==> src/rtl/param_updown_counter.sv <==
// Parametrised up/down counter with runtime limit, saturate/wrap handling, load and boundary pulses.
// Optional step prescaler is built only when COUNTER_PRESCALE_EN is defined.
module param_updown_counter #(
    parameter int unsigned WIDTH    = 8,
    parameter int unsigned STEP     = 1,
    parameter int unsigned PRESCALE = 4
) (
    input  logic             clk,
    input  logic             reset,
    input  logic             enable,
    input  logic             up_down,
    input  logic             wrap_mode,
    input  logic             load,
    input  logic [WIDTH-1:0] load_value,
    input  logic [WIDTH-1:0] limit,
    output logic [WIDTH-1:0] count,
    output logic             at_zero,
    output logic             at_limit,
    output logic             wrap_evt,
    output logic             sat_evt
);

    localparam logic [WIDTH:0]   STEP_X = (WIDTH+1)'(STEP);
    localparam logic [WIDTH-1:0] STEP_N = WIDTH'(STEP);

    if (WIDTH < 2) begin : g_bad_width
        $error("param_updown_counter: WIDTH must be >= 2");
    end
    if (STEP == 0 || (WIDTH < 32 && STEP > (32'd1 << WIDTH) - 32'd1)) begin : g_bad_step
        $error("param_updown_counter: STEP out of range");
    end
    if (PRESCALE < 1) begin : g_bad_prescale
        $error("param_updown_counter: PRESCALE must be >= 1");
    end

    logic             over_limit;
    logic             tick;
    logic [WIDTH:0]   headroom;
    logic [WIDTH-1:0] count_next;
    logic             wrap_next;
    logic             sat_next;

    assign over_limit = count > limit;
    // Only meaningful when count <= limit; the extra bit keeps the subtraction exact.
    assign headroom   = {1'b0, limit} - {1'b0, count};

`ifdef COUNTER_PRESCALE_EN
    localparam int unsigned PS_W = (PRESCALE > 1) ? $clog2(PRESCALE) : 1;
    localparam logic [PS_W-1:0] PS_LAST = PS_W'(PRESCALE - 1);

    logic [PS_W-1:0] presc;

    assign tick = (presc == PS_LAST);

    always_ff @(posedge clk or posedge reset) begin
        if (reset) begin
            presc <= '0;
        end else if (load || (enable && over_limit)) begin
            presc <= '0;
        end else if (enable) begin
            presc <= tick ? '0 : presc + 1'b1;
        end
    end
`else
    assign tick = 1'b1;
`endif

    always_comb begin
        count_next = count;
        wrap_next  = 1'b0;
        sat_next   = 1'b0;
        if (load) begin
            count_next = (load_value > limit) ? limit : load_value;
        end else if (enable) begin
            if (over_limit) begin
                count_next = limit;
            end else if (tick) begin
                if (up_down) begin
                    if (headroom >= STEP_X) begin
                        count_next = count + STEP_N;
                    end else if (wrap_mode) begin
                        count_next = '0;
                        wrap_next  = 1'b1;
                    end else begin
                        count_next = limit;
                        sat_next   = 1'b1;
                    end
                end else begin
                    if ({1'b0, count} >= STEP_X) begin
                        count_next = count - STEP_N;
                    end else if (wrap_mode) begin
                        count_next = limit;
                        wrap_next  = 1'b1;
                    end else begin
                        count_next = '0;
                        sat_next   = 1'b1;
                    end
                end
            end
        end
    end

    always_ff @(posedge clk or posedge reset) begin
        if (reset) begin
            count    <= '0;
            wrap_evt <= 1'b0;
            sat_evt  <= 1'b0;
        end else begin
            count    <= count_next;
            wrap_evt <= wrap_next;
            sat_evt  <= sat_next;
        end
    end

    assign at_zero  = (count == '0);
    assign at_limit = (count == limit);

endmodule
==> config.mk <==
export PLATFORM = sky130hd
export DESIGN_NAME = param_updown_counter
export DESIGN_NICKNAME = d
export VERILOG_FILES = /design/src/rtl/param_updown_counter.sv
export SDC_FILE = /design/constraint.sdc
export NUM_CORES = 1
export LEC_CHECK = 0
export BUFFER_PORTS_ARGS = -buffer_cell sky130_fd_sc_hd__buf_2
export CAP_MARGIN = 15
export CORE_UTILIZATION = 48
export DETAILED_ROUTE_END_ITERATION = 7
export GPL_ROUTABILITY_DRIVEN = 0
export PLACE_DENSITY_LB_ADDON = 0.1
export SYNTH_ARGS = -nofsm -noshare
export SYNTH_HDL_FRONTEND = slang
export SYNTH_SLANG_ARGS = --single-unit
==> constraint.sdc <==
create_clock -name clk -period 6 [get_ports clk]
set_input_delay 1.2 -clock clk [delete_from_list [all_inputs] [get_ports clk]]
set_output_delay 1.2 -clock clk [all_outputs]
set_load 0.01 [all_outputs]
==> results of run 1 <==
## cell type report
cell class	instances	share of cell area, %
clock buffers	4	2.69
well taps	46	2.81
inverters	27	4.95
multi-input cells	202	68.9
repair buffers	34	8.42
flip-flops and latches	10	12.2
## metal layers
metal	share of wire, %	vias to the layer above	GRT usage (%)
met5	0	-	0
met4	4.1	0	13.4
met3	8.0	19	2.72
met2	42	103	38.7
met1	46	897	38.6
li1	-	986	-
## tightest hold or removal path: cells and delay by family (launching register included)
family | cells | cell delay (ps)
AOI/OAI and AO/OA | 1 | 150
and+or+nand+nor | 1 | 70
DFF | 1 | 520
## logic make-up after synthesis
| group | count (synthesis) |
|---|---|
| AO/OA/AOI/OAI | 76 |
| XOR/XNOR | 8 |
| adder cells (fa/ha/maj) | 21 |
| buffers and inverters | 37 |
| flip-flops | 10 |
| multiplexers | 3 |
| AND/OR/NAND/NOR | 94 |
## stage by stage
| step | total power, W | instances | cell area, sq um |
|---|---|---|---|
| after floorplan | 0.000345 | 249 | 1810 |
| after global placement | 0.000432 | 318 | 1990 |
| after detailed placement | 0.000426 | 318 | 1990 |
| after CTS | 0.000512 | 322 | 2040 |
| after global routing | 0.000558 | 323 | 2050 |
| final | 0.000520 | 323 | 2050 |
## flip-flops by register name, summed over array words and instances, names as in the netlist
name,flops
wrap_evt,1
sat_evt,1
count,8
## worst max path at each step
stage                to     start
6_report       count[1]  limit[0]
3_3_place_gp   count[2]  limit[0]
3_5_place_dp   count[2]  limit[0]
4_1_cts        count[2]  limit[0]
5_1_grt        count[1]  limit[0]
2_1_floorplan  count[2]  limit[0]
## layout by cell type (no fill, tap or decap), types with 3 or more instances in the layout
cell type and count:
a211oi_1 4, o211ai_1 6, nor2_1 17, o21ai_0 13
a21oi_1 21, nand2_1 17, ha_1 20, inv_1 27
xnor2_1 6, o21ai_1 3, nand3_1 18, buf_2 33
nor2b_1 4, nand3b_1 3, a2111oi_2 3, a31oi_1 4
nor3_1 6, nor4_1 5, dfrtp_1 10, a22oi_1 3
clkbuf_8 4, nand4_1 9
## power by group through the flow
| stage | Sequential (W) | Clock, W | Combinational, W |
|---|---|---|---|
| after floorplan | 0.000101 | 0 | 0.000245 |
| after global placement | 0.000113 | 0 | 0.000318 |
| after detailed placement | 0.000113 | 0 | 0.000313 |
| after CTS | 0.000112 | 0.0000851 | 0.000315 |
| after global routing | 0.000114 | 0.0000895 | 0.000355 |
| final | 0.000113 | 0.0000859 | 0.000321 |
==> results, run 1 <==
- The sequential share of power is between 20% and 30%.
- After detailed routing, the number of remaining DRC violations is 0.
- The number of global-route vias before repair is around 1,700.
- The count of pins over their slew limit came to 0.
- The period utilization is slightly above 60%.
- The I/O pin count is 34.
- The number of instances in the synthesized netlist is 249.
- The worst slack on hold paths is 770 ps.
- At the pin with the least slew margin, the transition time is 738 ps.
- The run finished with clean final reports.
- In this run, post-CTS hold repair placed 0 buffers.
- Counting distinct cell types in the post-synthesis netlist gives 49.
- The maximum operating frequency is between 0.2 and 0.3 GHz.
- After legalization and detailed placement, the total HPWL measured 4.06 mm.
- The number of antenna violations at the first check in global routing is 0.
- The number of buffers and inverters on the critical path is 3.
- The die is 63.4 microns wide.
- The dominant delay contributor by cell family on the critical path is compound AO/OA/AOI/OAI gates.
- The combinational share of power is between 60% and 70%.
- The global-route wire length before repair is 8.38 mm.
- The detailed-router iteration count before antenna repair is 5.
- The maximum number of pins on one net before global-route repair is 18.
- The portion of netlist area occupied by mux cells is around 1.7%.
- Sequential cells were found to cover 13.9% of the synthesized design area.
- The arithmetic-cell share of the synthesized area counting full adders, half adders and majority gates is 15.0%.
- The worst reg2reg path startpoint is count[0].
- The number of hold-slack violations in the final timing report was 0.
- The summed negative setup slack over all endpoints is 0 ps.
- The critical path in this run is classified as in -> reg.
- The number of sinks driven by the clock tree is 10.
- The end of the worst register-to-register path is count[1].
- In this run the number of H-tree levels came out at 1.
- The fraction of power spent switching nets is about half.
- The die covers roughly 0.004 sq mm.
- A synthesized cell averages 7.26 sq um.
- Counting flops and latches in the post-synthesis netlist gives 10.
- STA classifies the critical path startpoint as an input port.
- The area occupied by registers is 250 sq um.
- Global routing used 26.7% of the available tracks across all layers.
- Clock latency on the worst-skew pair, taken at its later pin, is ~240 ps.
- The post-CTS clock slew at the launch and capture registers of the worst setup and hold paths is 50 ps.
- The origin of the worst min-delay path is count[4].
- The CTS tree is yes.
- In this run the tightest slew margin relative to its limit is 50.6%.
- The clock arrives with 7.33 ps of skew.
- The biggest area consumer among synthesized cells is dfrtp_1.
- The initial core utilization is between 50% and 60%.
- The post-layout minimum cycle time is 3740 ps.
- In the synthesized netlist, the cells that appear most often are 27 x inv_1, 21 x a21oi_1, 20 x ha_1.
- OpenSTA, run right after detailed placement, puts the worst setup slack at roughly 2100 ps.
- The fraction of final layout cells with drive strength greater than 1 is 19.5%.
- The final worst slack is 2260 ps.
- The count of yosys warnings during synthesis is 0.
- Setup repair after global routing left no endpoint under its margin.
- The row count is 21.
- The power density over the cells is 254 mW/mm^2.
- STA puts the critical path data required time at 6160 ps.
- After detailed routing, the number of vias per cell comes to 6.21.
- The main flop type after synthesis is dfrtp_1.
- The height of the die is 63.4 microns.
- Of the total synthesized cell area, the portion taken by XOR and XNOR cells is 3.88%.
- The slowest stage cell on the critical path is a2111oi_2.
- Traced cell by cell, the critical path runs through buf_2, inv_1, ha_1, inv_1, fa_1, a21o_1, a2111oi_2, a21oi_1, nor4_1, nand3_1, a21oi_2, o21ai_1, a32oi_1.
- The area share of the largest cell type after synthesis is approximately 14%.
- The clock buffer count from CTS is 3.
- The starting DRC count in detailed routing is approximately 160.
- The path with the worst hold slack has its endpoint at count[4].
- The placeable core region is 0.00347 sq mm.
- In the final layout, the multi-input gates occupy 0.00141 sq mm.
- The kind of path behind the tightest hold check is reg -> reg.
- The capturing element type of the critical path is a flip-flop.
- The deepest clock path buffer count is 2.
- The total inserted antenna cells is 0.
- Once detail routing completed, the nets flagged for antenna violations numbered 0.
- The routed layout has 2,005 vias.
- The tool flagged a number of max-cap violations equal to 0.
- The total overflow left after global routing is 0.
- The internal portion of the total power is 0.000264 W.
- Summed over all nets, the switching power comes to 0.000256 W.
- The number of gates on the worst path with buffers counted is 13.
- The routed length per placed instance is approximately 16 microns.
- Compared with the post-synthesis result, the final layout area differs by 13.4%.
- The analysis attributes to cell leakage a power of around 0.91 nW.
- The maximum fanout count along the critical path is 5.
- The cell with the most instances after synthesis is inv_1.
- By area the synthesized netlist is led by dfrtp_1 14%, ha_1 14%, a21oi_1 5.8%.
- After clock tree synthesis, the setup repair step added 0 buffers.
- IR analysis of the VDD net gives a maximum drop of 0.105 mV.
- The count of cells resized by post-cts repair is 0.
- Summed over all layers, the routed wires come to about 5.2 mm.
- The share of total power dissipated in the clock network is 16.5%.
- The hold-critical path depth is 2.
- The most numerous cell type found on the critical path is inv_1.
- The synthesized netlist devotes around 29% of its cell area to compound gates.
- The simple-gate share of the synthesized area is between 20% and 30%.
- The arrival time at the worst endpoint is 3900 ps.
- The number of inserted filler cells in the final layout is 348.
- Counting every net in the synthesized netlist gives approximately 300.
- The internal reg-to-reg setup slack is roughly 2800 ps.
- Summing every instance area after synthesis gives around 0.0018 sq mm.
- The synthesized design contains 0 enable-type register cells.
- For this run, the slowest stage of the critical path takes 430 ps.
- The count of port buffers added during placement is 33.
- By area, the combinational part of the netlist is dominated by simple AND/OR/NAND/NOR gates.
- The length in cells of the worst reg-to-reg path is 11.
- The clock tree root buffer cell is clkbuf_8.
- The share of flip-flops with an asynchronous set or reset after synthesis is 100%.
- Setup violations remaining at the end of the flow were counted as 0.
- The share of the core filled with cells in the final layout is 59.1%.
- The final layout contains 321 nets.
(Power assumes the default switching activity.)
==> run 2: changes to the inputs <==
==> constraint.sdc (replaced) <==
create_clock -name clk -period 3.5 [get_ports clk]
set_input_delay 0.7 -clock clk [delete_from_list [all_inputs] [get_ports clk]]
set_output_delay 0.7 -clock clk [all_outputs]
set_load 0.01 [all_outputs]
==> run 2 against run 1 <==
Against the previous run:
- die area stayed put
- highest routed layer unchanged
- largest power group unchanged
- hold slack worse by 350 ps
- design area is 2.1% higher
==> results, run 2 (same netlist as run 1, synthesis figures left out) <==
- The root buffer cell chosen for the clock tree is clkbuf_8.
- The type of the worst setup path is in -> reg.
- The arrival time at the worst endpoint is 3340 ps (-560 ps).
- Leaving out fill and tap cells, the most frequent cells in the layout are 33 x buf_2, 27 x inv_1, 21 x a21oi_1.
- The power density over the cells was 438 mW/mm^2 (+73%).
- The number of maximum-capacitance violations is 0 (unchanged).
- The global-route wire length before repair is 9.26 mm (+11%).
- The deepest clock path buffer count was 2 (unchanged).
- The maximum fanout count along the critical path is 5 (unchanged).
- The setup slack at placement is 33.7 ps (-2060 ps).
- The leakage dissipation is 0.931 nW (+2.6%).
- The overall track demand over capacity in global routing is 29.5% (+2.8 points).
- Leaving out fill and tap cells, the most frequent cell in the layout is buf_2.
- The number of global-route vias before repair is 1,896 (+9.6%).
- The initial core utilization is 52.1% (unchanged).
- The critical path goes through buf_2, inv_1, ha_1, inv_1, fa_1, a21o_1, a2111oi_2, a211oi_1, nor4_2, nand3_1, a21oi_2, o21ai_1, a32oi_1.
- The DRC violation count after routing is 0 (unchanged).
- The post-detailed-route via-to-cell ratio was 6.20 (-0.20%).
- The hold-fix buffer count after cts was 0 (unchanged).
- The count of cells resized by post-cts repair is 0 (unchanged).
- The row count is 21 (unchanged).
- The clock insertion delay at the later pin of the skew report is 240 ps (about the same).
- Setup repair after global routing left no endpoint under its margin.
- The slew at the pin closest to its max-slew limit was 811 ps (+73.6 ps).
- Grouping stages by cell kind, the critical path spends the most delay in compound AO/OA/AOI/OAI gates.
- The routed length per placed instance is 16.3 microns (+1.2%).
- The length in cells of the worst reg-to-reg path was 10 (-1).
- The I/O pin count is 34 (unchanged).
- The final worst slack came to 328 ps (-1940 ps).
- The slowest stage of the critical path is the fa_1 cell.
- The total inserted antenna cells is 0 (unchanged).
- The clock buffer count from CTS is 3 (unchanged).
- The period utilization is 90.6%.
- The number of gates on the worst path with buffers counted is 13 (unchanged).
- The run finished with clean final reports.
- The number of levels in the clock H-tree is 1 (unchanged).
- The headroom to the max-slew limit came to 45.7% (-4.9 points).
- The via count came to 2,032 (+1.3%).
- The number of hold-slack violations in the final timing report came to 0 (unchanged).
- The most numerous cell on the critical path is inv_1.
- The post-detailed-route count of antenna-violating nets was 0 (unchanged).
- The worst-case clock skew was 9.24 ps (+1.91 ps).
- The final cell count without fillers was 328 (+1.5%).
- The placeable core region is 0.00347 sq mm (unchanged).
- The final net count was 326 (+1.6%).
- The post-detailed-routing wire length is 5.35 mm (+2.7%).
- Ranked by flip-flop count, first place goes to count.
- The number of buffers and inverters on the critical path came to 3 (unchanged).
- STA classifies the critical path startpoint as an input port.
- The flip-flop count of the largest register, all copies and words added is 8 (unchanged).
- The post-layout minimum cycle time is 3170 ps.
- TritonCTS built the clock tree.
- The overall power of the completed layout was 0.000917 W (+76%).
- The number of cells in the design after placement was 324 (+1.9%).
- The critical path required time is 3660 ps (-2500 ps).
- The starting DRC count in detailed routing was 187 (+19%).
- The largest incremental delay on the critical path is 410 ps (-20 ps).
- The detailed-router iteration count before antenna repair is 5 (unchanged).
- The maximum operating frequency is 0.315 GHz.
- The overall overflow remaining after global route is 0 (unchanged).
- The count of port buffers added during placement was 33 (unchanged).
- The number of antenna violations at the first check in global routing is 0 (unchanged).
- The die area is 0.00401 sq mm (unchanged).
- The min-delay analysis places its worst path in the category in -> async.
- The final HPWL from detailed placement is 4.29 mm (+5.6%).
- The fraction of final layout cells with drive strength greater than 1 is 21.3% (+1.8 points).
- The summed negative setup slack over all endpoints is 0 ps (unchanged).
- The post-CTS clock slew at the launch and capture registers of the worst setup and hold paths is 50 ps (about the same).
- The height of the die is 63.4 microns (unchanged).
- The capturing element type of the critical path is a flip-flop.
- The count of pins over their slew limit is 0 (unchanged).
- The share of the core filled with cells in the final layout was 60.4% (+1.3 points).
- The largest registers in the layout are count x8, sat_evt x1, wrap_evt x1.
- The maximum number of pins on one net before global-route repair is 17 (-1).
- The area growth from synthesis to layout is 15.9%.
- The number of setup violations in the final report was 0 (unchanged).
- The peak supply drop came to 0.207 mV (+97%).
- The number of post-CTS setup repair buffers is 0 (unchanged).
- The width of the die is 63.4 microns (unchanged).
- The number of sinks driven by the clock tree was 10 (unchanged).
==> run 2: cell types whose count changed in the layout (fill, tap and decap cells not counted), sizes merged <==
| cell | change |
|---|---|
| buf | +5 |
==> run 2: worst register-to-register path, stage by stage, from the launching register on <==
cell	delay, ps
dfrtp_1	450
inv_1	120
fa_1	450
a21o_1	250
a2111oi_2	370
a211oi_1	130
nor4_2	330
nand3_1	170
a21oi_2	290
o21ai_1	110
a32oi_1	190
==> run 2: layer usage <==
layer | track usage [%] | part of all wire, %
met1 | 42.0 | 45
met2 | 44.1 | 45
met3 | 5.80 | 8.6
met4 | 8.81 | 1.4
met5 | 0 | 0
==> run 2: worst paths after layout <==
kind                            end  slack [ps]     start
min in group clk           count[2]         570  count[2]
min                        count[5]         420     reset
max in group asynchronous  wrap_evt        2800     reset
min reg2reg                count[2]         570  count[2]
max reg2reg                count[1]         560  count[1]
max                        count[1]         330  limit[0]
==> run 2: area by class of cell <==
type | instances | area, sq um
inverter | 27 | 101
tap | 46 | 57.6
fill | 374 | 1380
clock buffer | 4 | 55.1
multi-input combinational | 202 | 1420
timing repair buffer | 39 | 210
sequential | 10 | 250
==> run 2: report_power, final <==
| part | internal [W] | leakage, nW | switching (W) |
|---|---|---|---|
| clock network | 0.0000991 | 0.0288 | 0.0000482 |
| registers | 0.000136 | 0.122 | 0.0000363 |
| logic | 0.000232 | 0.780 | 0.000364 |
| total | 0.000468 | 0.931 | 0.000449 |
==> run 2: per-stage QoR <==
stage	instance area, sq um	hold slack (ps)
2_1_floorplan	1810	540
3_5_place_dp	2030	568
6_report	2090	420
5_1_grt	2090	467
3_3_place_gp	2030	545
4_1_cts	2090	433
